$ cat config.mk
export PLATFORM = sky130hd
export DESIGN_NAME = tlb_maint_ctrl
export DESIGN_NICKNAME = d
export VERILOG_FILES = /design/src/rtl/tlb_maint_ctrl.sv
export SDC_FILE = /design/constraint.sdc
export NUM_CORES = 1
export LEC_CHECK = 0
export CAP_MARGIN = 20
export CORE_MARGIN = 2
export CORE_UTILIZATION = 37
export CTS_BUF_LIST = sky130_fd_sc_hd__clkbuf_8 sky130_fd_sc_hd__clkbuf_16
export DETAILED_ROUTE_END_ITERATION = 10
export PLACE_DENSITY = 0.79
export SETUP_SLACK_MARGIN = 0.05
export SLEW_MARGIN = 20
export SYNTH_ARGS = -nofsm -noshare
export SYNTH_HDL_FRONTEND = slang
export SYNTH_SLANG_ARGS = --single-unit
$ cat constraint.sdc
create_clock -name clk -period 1.7 [get_ports clk]
set_clock_uncertainty 0.1 [all_clocks]
set_input_delay 0.34 -clock clk [delete_from_list [all_inputs] [get_ports clk]]
set_output_delay 0.34 -clock clk [all_outputs]
set_load 0.02 [all_outputs]
$ cat src/rtl/tlb_maint_ctrl.sv
// tlb_maint_ctrl: sequences TLB maintenance ops onto the translation unit ports and returns a completion handshake
module tlb_maint_ctrl #(
  parameter int TLBNUM = 32,
  parameter int IDX_W  = $clog2(TLBNUM)
) (
  input  logic             clk,
  input  logic             rst,
  input  logic             req_valid,
  output logic             req_ready,
  input  logic [2:0]       req_op,
  input  logic [4:0]       req_inv_op,
  input  logic [9:0]       req_inv_asid,
  input  logic [18:0]      req_inv_vpn,
  output logic             tlbwr_en,
  output logic             tlbfill_en,
  output logic [IDX_W-1:0] rand_index,
  output logic             invtlb_en,
  output logic [4:0]       invtlb_op,
  output logic [9:0]       invtlb_asid,
  output logic [18:0]      invtlb_vpn,
  output logic             srch_fetch,
  input  logic             srch_found_in,
  input  logic [IDX_W-1:0] srch_index_in,
  output logic             rd_capture,
  output logic             trans_busy,
  output logic             done_valid,
  input  logic             done_ready,
  output logic [2:0]       done_op,
  output logic             done_found,
  output logic [IDX_W-1:0] done_index,
  output logic             done_ine,
  output logic             refetch_req
);
  localparam logic [2:0] OP_SRCH = 3'd0;
  localparam logic [2:0] OP_RD   = 3'd1;
  localparam logic [2:0] OP_WR   = 3'd2;
  localparam logic [2:0] OP_FILL = 3'd3;
  localparam logic [2:0] OP_INV  = 3'd4;
  typedef enum logic [2:0] {IDLE, ISSUE, WAIT, SETTLE, RESP} state_t;
  state_t state, state_nx;
  logic [2:0]       op_q;
  logic [IDX_W-1:0] cnt, idx_q;
  logic             found_q, ine_q, issue, ine_now;
  assign issue   = state == ISSUE;
  assign ine_now = (op_q > OP_INV) || (op_q == OP_INV && invtlb_op > 5'd6);
  always_comb begin
    state_nx = state;
    case (state)
      IDLE:   state_nx = req_valid ? ISSUE : IDLE;
      ISSUE:  state_nx = (ine_now || op_q == OP_RD) ? RESP : (op_q == OP_SRCH ? WAIT : SETTLE);
      WAIT:   state_nx = RESP;
      SETTLE: state_nx = RESP;
      RESP:   state_nx = done_ready ? IDLE : RESP;
      default: state_nx = IDLE;
    endcase
  end
  assign req_ready   = state == IDLE;
  assign trans_busy  = state != IDLE;
  assign srch_fetch  = issue && op_q == OP_SRCH;
  assign rd_capture  = issue && op_q == OP_RD;
  assign tlbwr_en    = issue && op_q == OP_WR;
  assign tlbfill_en  = issue && op_q == OP_FILL;
  assign invtlb_en   = issue && op_q == OP_INV && !ine_now;
  assign rand_index  = tlbfill_en ? cnt : '0;
  assign done_valid  = state == RESP;
  assign done_op     = done_valid ? op_q : 3'd0;
  assign done_found  = done_valid && found_q;
  assign done_index  = done_valid ? idx_q : '0;
  assign done_ine    = done_valid && ine_q;
  assign refetch_req = done_valid && done_ready && !ine_q && (op_q == OP_WR || op_q == OP_FILL || op_q == OP_INV);
  always_ff @(posedge clk or posedge rst) begin
    if (rst) begin
      state       <= IDLE;
      cnt         <= '0;
      op_q        <= '0;
      idx_q       <= '0;
      found_q     <= 1'b0;
      ine_q       <= 1'b0;
      invtlb_op   <= '0;
      invtlb_asid <= '0;
      invtlb_vpn  <= '0;
    end else begin
      state <= state_nx;
      cnt   <= (cnt == IDX_W'(TLBNUM - 1)) ? '0 : cnt + 1'b1;
      if (state == IDLE && req_valid) begin
        op_q        <= req_op;
        invtlb_op   <= req_inv_op;
        invtlb_asid <= req_inv_asid;
        invtlb_vpn  <= req_inv_vpn;
        idx_q       <= '0;
        found_q     <= 1'b0;
        ine_q       <= 1'b0;
      end
      if (issue) ine_q <= ine_now;
      if (state == WAIT) begin
        found_q <= srch_found_in;
        idx_q   <= srch_found_in ? srch_index_in : '0;
      end
    end
  end
endmodule

# [Word-level counts from Yosys, hierarchy flattened]
# Cells that the tools add are included.
[op_classes] order_cmp=2 muxes=15 n_eq_ne=9 add_sub_neg=1 n_reduce_logical=25
[ops] operator="$mux 5" count=6
[ops] operator="$logic_and 1x1->1" count=13
[ops] operator="$eq 3x2->1 const B" count=4
[ops] operator="$pmux 3 s4" count=1
[ops] operator="$mux 3" count=3
[ops] operator="$eq 3x1->1 const B" count=2
[ops] operator="$eq 3x3->1 const B" count=2
[ops] operator="$logic_not 3->1" count=2
[ops] operator="$add 5x1->5 const B" count=1
[ops] operator="$eq 5x5->1 const B" count=1
[ops] operator="$gt 5x3->1 const B" count=1
[ops] operator="$mux 1" count=5
[ops] operator="$logic_or 1x1->1" count=4
[ops] operator="$reduce_bool 2->1" count=2
[ops] operator="$gt 3x3->1 const B" count=1
[ops] operator="$reduce_bool 3->1" count=1
[ops] operator="$logic_not 1->1" count=2
[ops] operator="$reduce_or 2->1" count=1
[totals] inputBits=47 regBits=52 elab_cells=61 out_inout_bits=58

# [Depth between registers and ports, before layout]
[logic_depth] ltp_word=6 mapped_depth=6 ltp_nobuf=4

# [Least setup slack after synthesis]
# OpenSTA, ideal clock, no wires.
[synth_path] path_type="reg-to-output" startpoint="register op_q[2]" endpoint="output refetch_req" n_path_buf=1 t_arrival_ns=1.489 stages_incl_launch_ff=5 setup_slack_ns=-0.229 t_required_ns=1.260 path_cell_list="dfrtp_1 > clkbuf_1 > nor2b_1 > a21oi_1 > nor4bb_1"
[synth_via] elab_chain_cells=4 word_cells_on_any_way=6 classes_between="3 x eq/ne; 3 x reduce/logical"
[synth_lines] item="start, declared" line="41" text="logic [2:0] op_q;"
[synth_lines] item="start signal, assigned" line="86" text="op_q <= req_op;"
[synth_lines] item="$eq 3x2->1" line="70" text="assign refetch_req = done_valid && done_ready && !ine_q && (op_q == OP_WR || op_q == OP_FILL || op_q == OP_INV ..."
[synth_lines] item="$logic_or 1x1->1" line="70"
[synth_lines] item="$logic_or 1x1->1 (*)" line="70"
[synth_lines] item="$logic_and 1x1->1 (*)" line="70"
[synth_lines] item="end, declared" line="32" text="output logic refetch_req"
# Mark *: on every way between the ends. The rest lies on a longest branch, timed or not.

# [Worst setup path after layout]
[layout_path] startpoint="register state[1]" endpoint="output rand_index[3]"
[layout_via] elab_chain_cells=3
[layout_lines] item="start, declared" line="40" text="state_t state, state_nx;"
[layout_lines] item="start signal, assigned" line="83" text="state <= state_nx;"
[layout_lines] item="$eq 3x1->1" line="44" text="assign issue = state == ISSUE;"
[layout_lines] item="$logic_and 1x1->1" line="62" text="assign tlbfill_en = issue && op_q == OP_FILL;"
[layout_lines] item="$mux 5" line="64" text="assign rand_index = tlbfill_en ? cnt : '0;"
[layout_lines] item="end, declared" line="16" text="output logic [IDX_W-1:0] rand_index,"
# Every way passes these cells.

==> reports/metrics.yaml <==
synth_area_leaders: "dfrtp_1 (59%), mux2_2 (19%), and2_1 (4.5%)"
required_ns: 1.26
max_freq_mhz: 517.3
synth_compound_area_share_pct: 4.881
ys.warnings.count: 0
yosys_most_used_dff: "dfrtp_1"
p_per_area_mw_per_mm2: 1704
syn_nets: 210
grt-ovfl-total: 0
arrival_ns: 1.49
drive_above_1_share_pct: 41.86
nets: 349
synth_commonest_cells: "dfrtp_1 (52), mux2_2 (37), and2_1 (16)"
cap_violations: 0
rows: 28
max_slew_margin_pct: 70.01
path_class: "register to output pin"
routed-via-count: 1751
ys_seq_elements: 52
drt_iter0_markers: 51
finalCriticalPeriod_ns: 1.933
failed_checks: "negative setup slack"
synth_xor_area_share_pct: 0.7946
syn-cell-area_sq_mm: 0.002205
yosys.area.top_type_share_pct: 59.02
grt_max_degree: 35
p_leak_nw: 1.739
synth.area.mux_share_pct: 18.90
synthCells: 161
cts_made_buffers: 5
dpl.cell_count: 355
status: "complete, but fails checks"
wl_um: 5549
fp.dieW_um: 81.19
tightest_slew_ns: 0.4468
post-place-ws_ns: -0.3908
die_y_um: 81.19
clk_latency_ns: 0.30
post-route-period-util_pct: 113.7
yosys.area_share.adder_pct: 1.135
end_kind: "output pin"
clock_sinks: 52
dp.final_hpwl_um: 3764
grt_pass1_wl_um: 8825
slew_violations: 0
portBuffers: 104
via_per_inst: 4.657
setup_viol: 62
antenna_cells: 0
yosys.area_share.simple_pct: 12.43
clockBufferDepth: 2
synthMostInstantiatedCell: "dfrtp_1"
grt_usage_pct: 17.83
setup_ws_ns: -0.2330
ios: 105
ir_worst_vdd_mv: 0.9518
synth_top_family_by_area: "multiplexers"
holdBufCountCts: 0
clk_pin_slew_ns: 0.09
hold_class: "input port to async pin"
routedWlPerCell_um: 14.76
yosysTopAreaCell: "dfrtp_1"
gp_congestion: 0.7456
worstSetupStartpointType: "register"
dieArea_sq_mm: 0.006592
hold_slack_ns: 0.3287
syn_to_final_growth_pct: 70.72
cts_tree: "yes"
drc: 0
cts-root-buf: "clkbuf_8"
core_sq_mm: 0.005851
rsz0062_at_grt: "yes"
ys_async_sr_fraction_pct: 100.0
final_hold_viol_count: 0
synthDistinctLibCells: 34
start_util_pct: 37.68
cts.htree.levels: 2
critical_path.max_fanout: 6
drtAntennaViolNets: 0
synth_seq_area_share_pct: 59.02
fillers: 498
first_pass_iters: 3
avgSynthCellArea_sq_um: 13.69
grt_pass1_vias: 1827
instances_no_fill: 376
synth_edf_count: 0
antenna_found_initial: 0
-- state kept, by name, indices dropped and copies added, names as in the netlist --
register / cells
cnt: 5
found_q: 1
idx_q: 5
ine_q: 1
invtlb_asid: 10
invtlb_op: 5
invtlb_vpn: 19
op_q: 3
state: 3
-- per-stage QoR --
stage	TNS, ns	util, %	total power [W]	area (sq um)
6_report	-11.16	64.33	0.006414	3764
5_1_grt	-14.42	64.33	0.006817	3764
4_1_cts	-10.71	63.92	0.006443	3740
3_5_place_dp	-17.89	60.27	0.005611	3526
3_3_place_gp	-16.70	60.27	0.005533	3526
2_1_floorplan	-0.07110	-	0.003932	2252
-- routing by layer --
metal	GRT usage [%]	vias to the layer above	share of wire (%)
met4	4.576	0	0.83
met2	30.66	56	51
met5	0	-	0
met3	5.556	5	6.9
met1	21.77	849	41
li1	-	841	-
-- cell families after synthesis --
logic type,count (synthesis)
AO/OA/AOI/OAI,14
XOR/XNOR,2
adder cells (fa/ha/maj),2
buffers and inverters,11
flip-flops,52
multiplexers,37
AND/OR/NAND/NOR,43
-- final timing paths --
kind / start / endpoint / slack [ns] / cells after the start
min in group clk: found_q / found_q / 0.39 / 1
worst min-delay path: rst / invtlb_asid[7] / 0.33 / 3
worst min register to register: found_q / found_q / 0.39 / 1
worst max register to register: state[1] / invtlb_vpn[10] / -0.20 / 6
worst max-delay path: state[1] / rand_index[3] / -0.23 / 4
max in group asynchronous: rst / invtlb_asid[5] / 0.94 / 3
-- worst max-delay path, stage by stage, from the launching register on --
cell	delay, ns
dfrtp_2	0.47
nor3b_4	0.23
and3_4	0.25
and2_4	0.15
buf_6	0.10
-- layout make-up --
cell class                 count  area, sq um  area share, %
timing repair buffer         140         1351          35.90
sequential                    52         1305          34.67
multi-input combinational     98        908.4          24.14
tap                           75        93.84          2.493
clock buffer                   6        82.58          2.194
inverter                       3        15.01         0.3989
clock inverter                 2        7.507         0.1995
-- placed cells by master (no fill, tap or decap), drive strengths merged --
cell type       n
dfrtp          52
clkdlybuf4s50  46
ha              2
buf            59
nand3           3
and2           16
dlygate4sd2    34
bufbuf          1
nand2b          1
nor4b           2
a32o            1
or3             1
xnor2           1
clkinvlp        1
nor4bb          1
nor3b           3
inv             4
nor4            1
nor2            8
o21ai           2
a22o            5
xor2            1
a21oi           2
nor3            1
mux2           37
clkbuf          6
nor2b           2
a31o            1
a21o            1
nand2           1
a211oi          1
and3            3
a221o           1
-- what timing repair did --
item                                    4_1_cts  5_1_grt
gates resized for setup                     178        2
endpoints found under the hold margin         0        0
setup buffers                                 6        2
pin swaps                                     9        0
endpoints found under the setup margin       96       63
cloned                                        5        0
-- where the power goes --
part,switching (W),internal [W]
registers,0.000302,0.00178
logic,0.00168,0.00197
clock network,0.000372,0.000321
total,0.00235,0.00406
(Power assumes the default switching activity.)
==> RTL edit 1 (same flow settings) <==
Re-encode `state_t` (5 states) as one-hot, 5 bits wide.
--- a/src/rtl/tlb_maint_ctrl.sv
+++ b/src/rtl/tlb_maint_ctrl.sv
@@ -38,3 +38,3 @@
   localparam logic [2:0] OP_INV  = 3'd4;
-  typedef enum logic [2:0] {IDLE, ISSUE, WAIT, SETTLE, RESP} state_t;
+  typedef enum logic [4:0] {IDLE = 5'b00001, ISSUE = 5'b00010, WAIT = 5'b00100, SETTLE = 5'b01000, RESP = 5'b10000} state_t;
   state_t state, state_nx;
Behaviour: same outputs for any inputs over 10 cycles, from zero or initial values and one cycle with rst high; not proved beyond that.
==> RTL edit 1 against the unedited design <==
  * Utilization up 5.6 points
  * Critical endpoint unchanged
  * Area after synthesis increased by 9.0%
  * Routed wire length rose by 29%
  * Die area rose by 8.5%
  * Total power rose by 19%
  * Sequential cell count is 2 higher
  * Register-to-register slack lost 0.02 ns
  * Critical path type unchanged
  * Setup slack lost 0.45 ns
  * Design area grew 17%
  * The flow still finishes with violations (setup timing)
==> RTL edit 1: results (changes against the unedited design) <==
status: finished with violations
failing checks: setup timing
Reg2Reg Depth: 5 (-1)
CP max stage cell: or4_4
Place WS: -0.927 ns (-0.537 ns)
CP arrival: 1.94 ns (+0.45 ns)
worst r2r dst: ine_q
Synth Area in Compound Gates: 6.15% (+1.3 points)
register area share after synthesis: 56.3% (-2.7 points)
Detailed Route Iter0 Violations: 74 (+45%)
synth unique cells: 42 (+24%)
reg2reg setup slack: -0.22 ns (-0.02 ns)
Crit path largest cell delay: 0.54 ns (+0.07 ns)
fraction of layout cells with a size suffix above 1: 47.4% (+5.5 points)
XOR/XNOR Fraction of Synth Area: 1.09% (+0.30 points)
Worst IR Drop VDD: 0.00144 V (+51%)
mux share of post-synthesis cell area: 17.3% (-1.6 points)
non-filler instance count after layout: 417 (+11%)
Post-synth top cells: dfrtp_1 (53), mux2_2 (37), and3_1 (12)
placed cells: 387 (+9.0%)
Syn Inst Count: 189 (+17%)
final-report setup violation count: 65 (+4.8%)
via count: 2,104 (+20%)
Reg2Reg Launch Point: state[2]
fin worst setup slack: -0.680 ns (-0.447 ns)
[RTL edit 1: changes by cell type after synthesis, sizes merged, moves of 4 or more]
cell and delta:
clkbuf +4, and2 -10, nor4 +5, and3 +9
[RTL edit 1: what timing repair did]
item | in CTS | in global routing
setup buffers | 14 | 10
gates cloned | 3 | 0
endpoints found under the setup margin | 84 | 71
pin swaps | 10 | 14
resized for setup | 244 | 22
[RTL edit 1: area by class of cell]
| class | instances | area, sq um | area share [%] |
|---|---|---|---|
| repair buffers | 157 | 1560 | 35.4 |
| multi-input cells | 116 | 1290 | 29.2 |
| inverters | 5 | 22.5 | 0.510 |
| clock buffers | 6 | 82.6 | 1.87 |
| flip-flops and latches | 54 | 1350 | 30.6 |
| clock inverters | 2 | 7.51 | 0.170 |
| well taps | 77 | 96.3 | 2.18 |
[RTL edit 1: metal layers]
metal | wire [um] | part of all wire, % | GRT usage, % | vias to the layer above
met5 | 0 | 0 | 0 | -
met4 | 55 | 0.77 | 4.47 | 0
li1 | - | - | - | 970
met1 | 2770 | 39 | 24.3 | 1049
met2 | 3860 | 54 | 34.1 | 79
met3 | 477 | 6.7 | 6.29 | 6
[RTL edit 1: worst min-delay path, stage by stage]
cell and delay (ns):
clkdlybuf4s50_1 0.45, clkinvlp_4 0.10, buf_12 0.27
[RTL edit 1: cell families after synthesis]
| family | Yosys count |
|---|---|
| and+or+nand+nor | 55 |
| AOI/OAI and AO/OA | 19 |
| muxes | 37 |
| adders and majority gates | 2 |
| buffers and inverters | 19 |
| DFF | 54 |
| xor gates and xnor gates | 3 |
[RTL edit 1: worst min path at each step]
| stage | start | cells past startpoint | to | slack (ns) |
|---|---|---|---|---|
| 2_1_floorplan | rst | 1 | cnt[0] | 0.31 |
| 3_3_place_gp | found_q | 1 | found_q | 0.35 |
| 3_5_place_dp | found_q | 1 | found_q | 0.37 |
| 4_1_cts | rst | 3 | invtlb_vpn[6] | 0.38 |
| 5_1_grt | rst | 3 | cnt[4] | 0.40 |
| 6_report | rst | 3 | cnt[2] | 0.36 |
[RTL edit 1: stage by stage]
| step | cell area (sq um) | hold WS [ns] |
|---|---|---|
| final | 4420 | 0.363 |
| after global placement | 3780 | 0.352 |
| after CTS | 4280 | 0.376 |
| after floorplan | 2470 | 0.307 |
| after global routing | 4420 | 0.402 |
| after detailed placement | 3780 | 0.369 |
[RTL edit 1: power by group through the flow]
stage	sequential [uW]	clock (uW)	combinational, uW
after floorplan	2600	0	1530
after CTS	2110	749	4470
after global routing	2200	794	5010
after detailed placement	2130	0	3720
after global placement	2100	0	3660
final	2130	728	4750
==> RTL edit 2 (same settings) <==
Without the edit above. Change the parameter `TLBNUM` from 32 to 16.
--- a/src/rtl/tlb_maint_ctrl.sv
+++ b/src/rtl/tlb_maint_ctrl.sv
@@ -2,3 +2,3 @@
 module tlb_maint_ctrl #(
-  parameter int TLBNUM = 32,
+  parameter int TLBNUM = 16,
   parameter int IDX_W  = $clog2(TLBNUM)
Interface: changed (resized done_index, rand_index and srch_index_in); port bits go from 105 to 102. No check against the original RTL was run, so the function may have changed too.
==> RTL edit 2 against the unedited design <==
  * The flow still finishes with violations (setup timing)
  * Critical path type unchanged
  * Total power is 0.63% higher
  * Largest power group unchanged
  * Critical endpoint is now done_ine
  * Sequential cell count is 2 lower
  * Setup slack worse by 0.0061 ns
  * Final cell count is 3.5% lower
  * Area after synthesis down 2.8%
  * Largest cell class unchanged
  * Via count fell by 0.69%
  * Routed wire length is 0.97% lower
  * Design area fell by 1.1%
==> RTL edit 2: results (changes against the unedited design) <==
placed cells: 348 (-2.0%)
drt first pass iters: 4 (+1)
failing checks: setup timing
Adder-Cell Fraction of Synth Area: 0.584% (-0.55 points)
port bufs: 101 (-2.9%)
mux share of post-synthesis cell area: 18.9% (about the same)
gr usage total: 18.0% (+0.21 points)
Final TNS setup: -10.40 ns (+0.757 ns)
leading post-synthesis cells by cell area: dfrtp_1 (58%), mux2_2 (19%), and2_1 (3.5%)
# fillers: 458 (-8.0%)
Comb group: 3710 uW (+2%)
final-report setup violation count: 61 (-1.6%)
worst setup path end: done_ine
status: finished with violations
DP Area: 3450 sq um (-2.2%)
post-layout net count: 337 (-3.4%)
fraction of layout cells with a size suffix above 1: 46.7% (+4.9 points)
reg2reg setup slack: -0.22 ns (-0.02 ns)
Worst IR Drop VDD: 0.000921 V (-3.2%)
register area share after synthesis: 58.4% (-0.65 points)
Place WS: -0.393 ns (-0.00230 ns)
biggest registers after layout: invtlb_vpn: 19 flops, invtlb_asid: 10 flops, invtlb_op: 5 flops
Initial Utilization: 38.7% (+1.0 points)
met1 GRT Util: 21.8% (about the same)
vias in the first global route: 1,926 (+5.4%)
Post-synth top cells: dfrtp_1 (50), mux2_2 (36), and2_1 (12)
worst-margin pin slew: 0.370 ns (-0.0767 ns)
GRT met3 Usage: 5.17% (-0.39 points)
fin worst setup slack: -0.239 ns (-0.00607 ns)
Detailed Route Iter0 Violations: 75 (+47%)
met2 global-route usage: 31.9% (+1.3 points)
Pleak: 0.00170 uW (-2.3%)
area of the multi-input gates: 937 sq um (+3.2%)
CTS resizes: 185 (+3.9%)
final WL: 5500 um (-0.97%)
Min Hold Slack: 0.230 ns (-0.0991 ns)
Internal Power: 4000 uW (-1.5%)
via count: 1,739 (-0.69%)
non-filler instance count after layout: 363 (-3.5%)
[RTL edit 2: cell count changes after synthesis, sizes merged, moves of 2 or more]
cell / unedited run / this run
and2: 16 / 12
nor3: 1 / 3
a21oi: 2 / 4
inv: 3 / 5
nor2: 8 / 5
nor3b: 3 / 1
o21ai: 2 / 5
dfrtp: 52 / 50
clkbuf: 3 / 0
[RTL edit 2: cell type report]
cell class                      instances  area share, %
Multi-Input combinational cell         94           25.2
Clock inverter                          2          0.235
Inverter                                5          0.504
Timing Repair Buffer                  134           35.7
Clock buffer                            6           2.22
Tap cell                               72           2.42
Sequential cell                        50           33.7
[RTL edit 2: worst max-delay path, stage by stage (launching register included)]
cell	delay, ns
dfrtp_2	0.48
nor3_4	0.32
buf_4	0.18
and2_4	0.13
buf_6	0.10
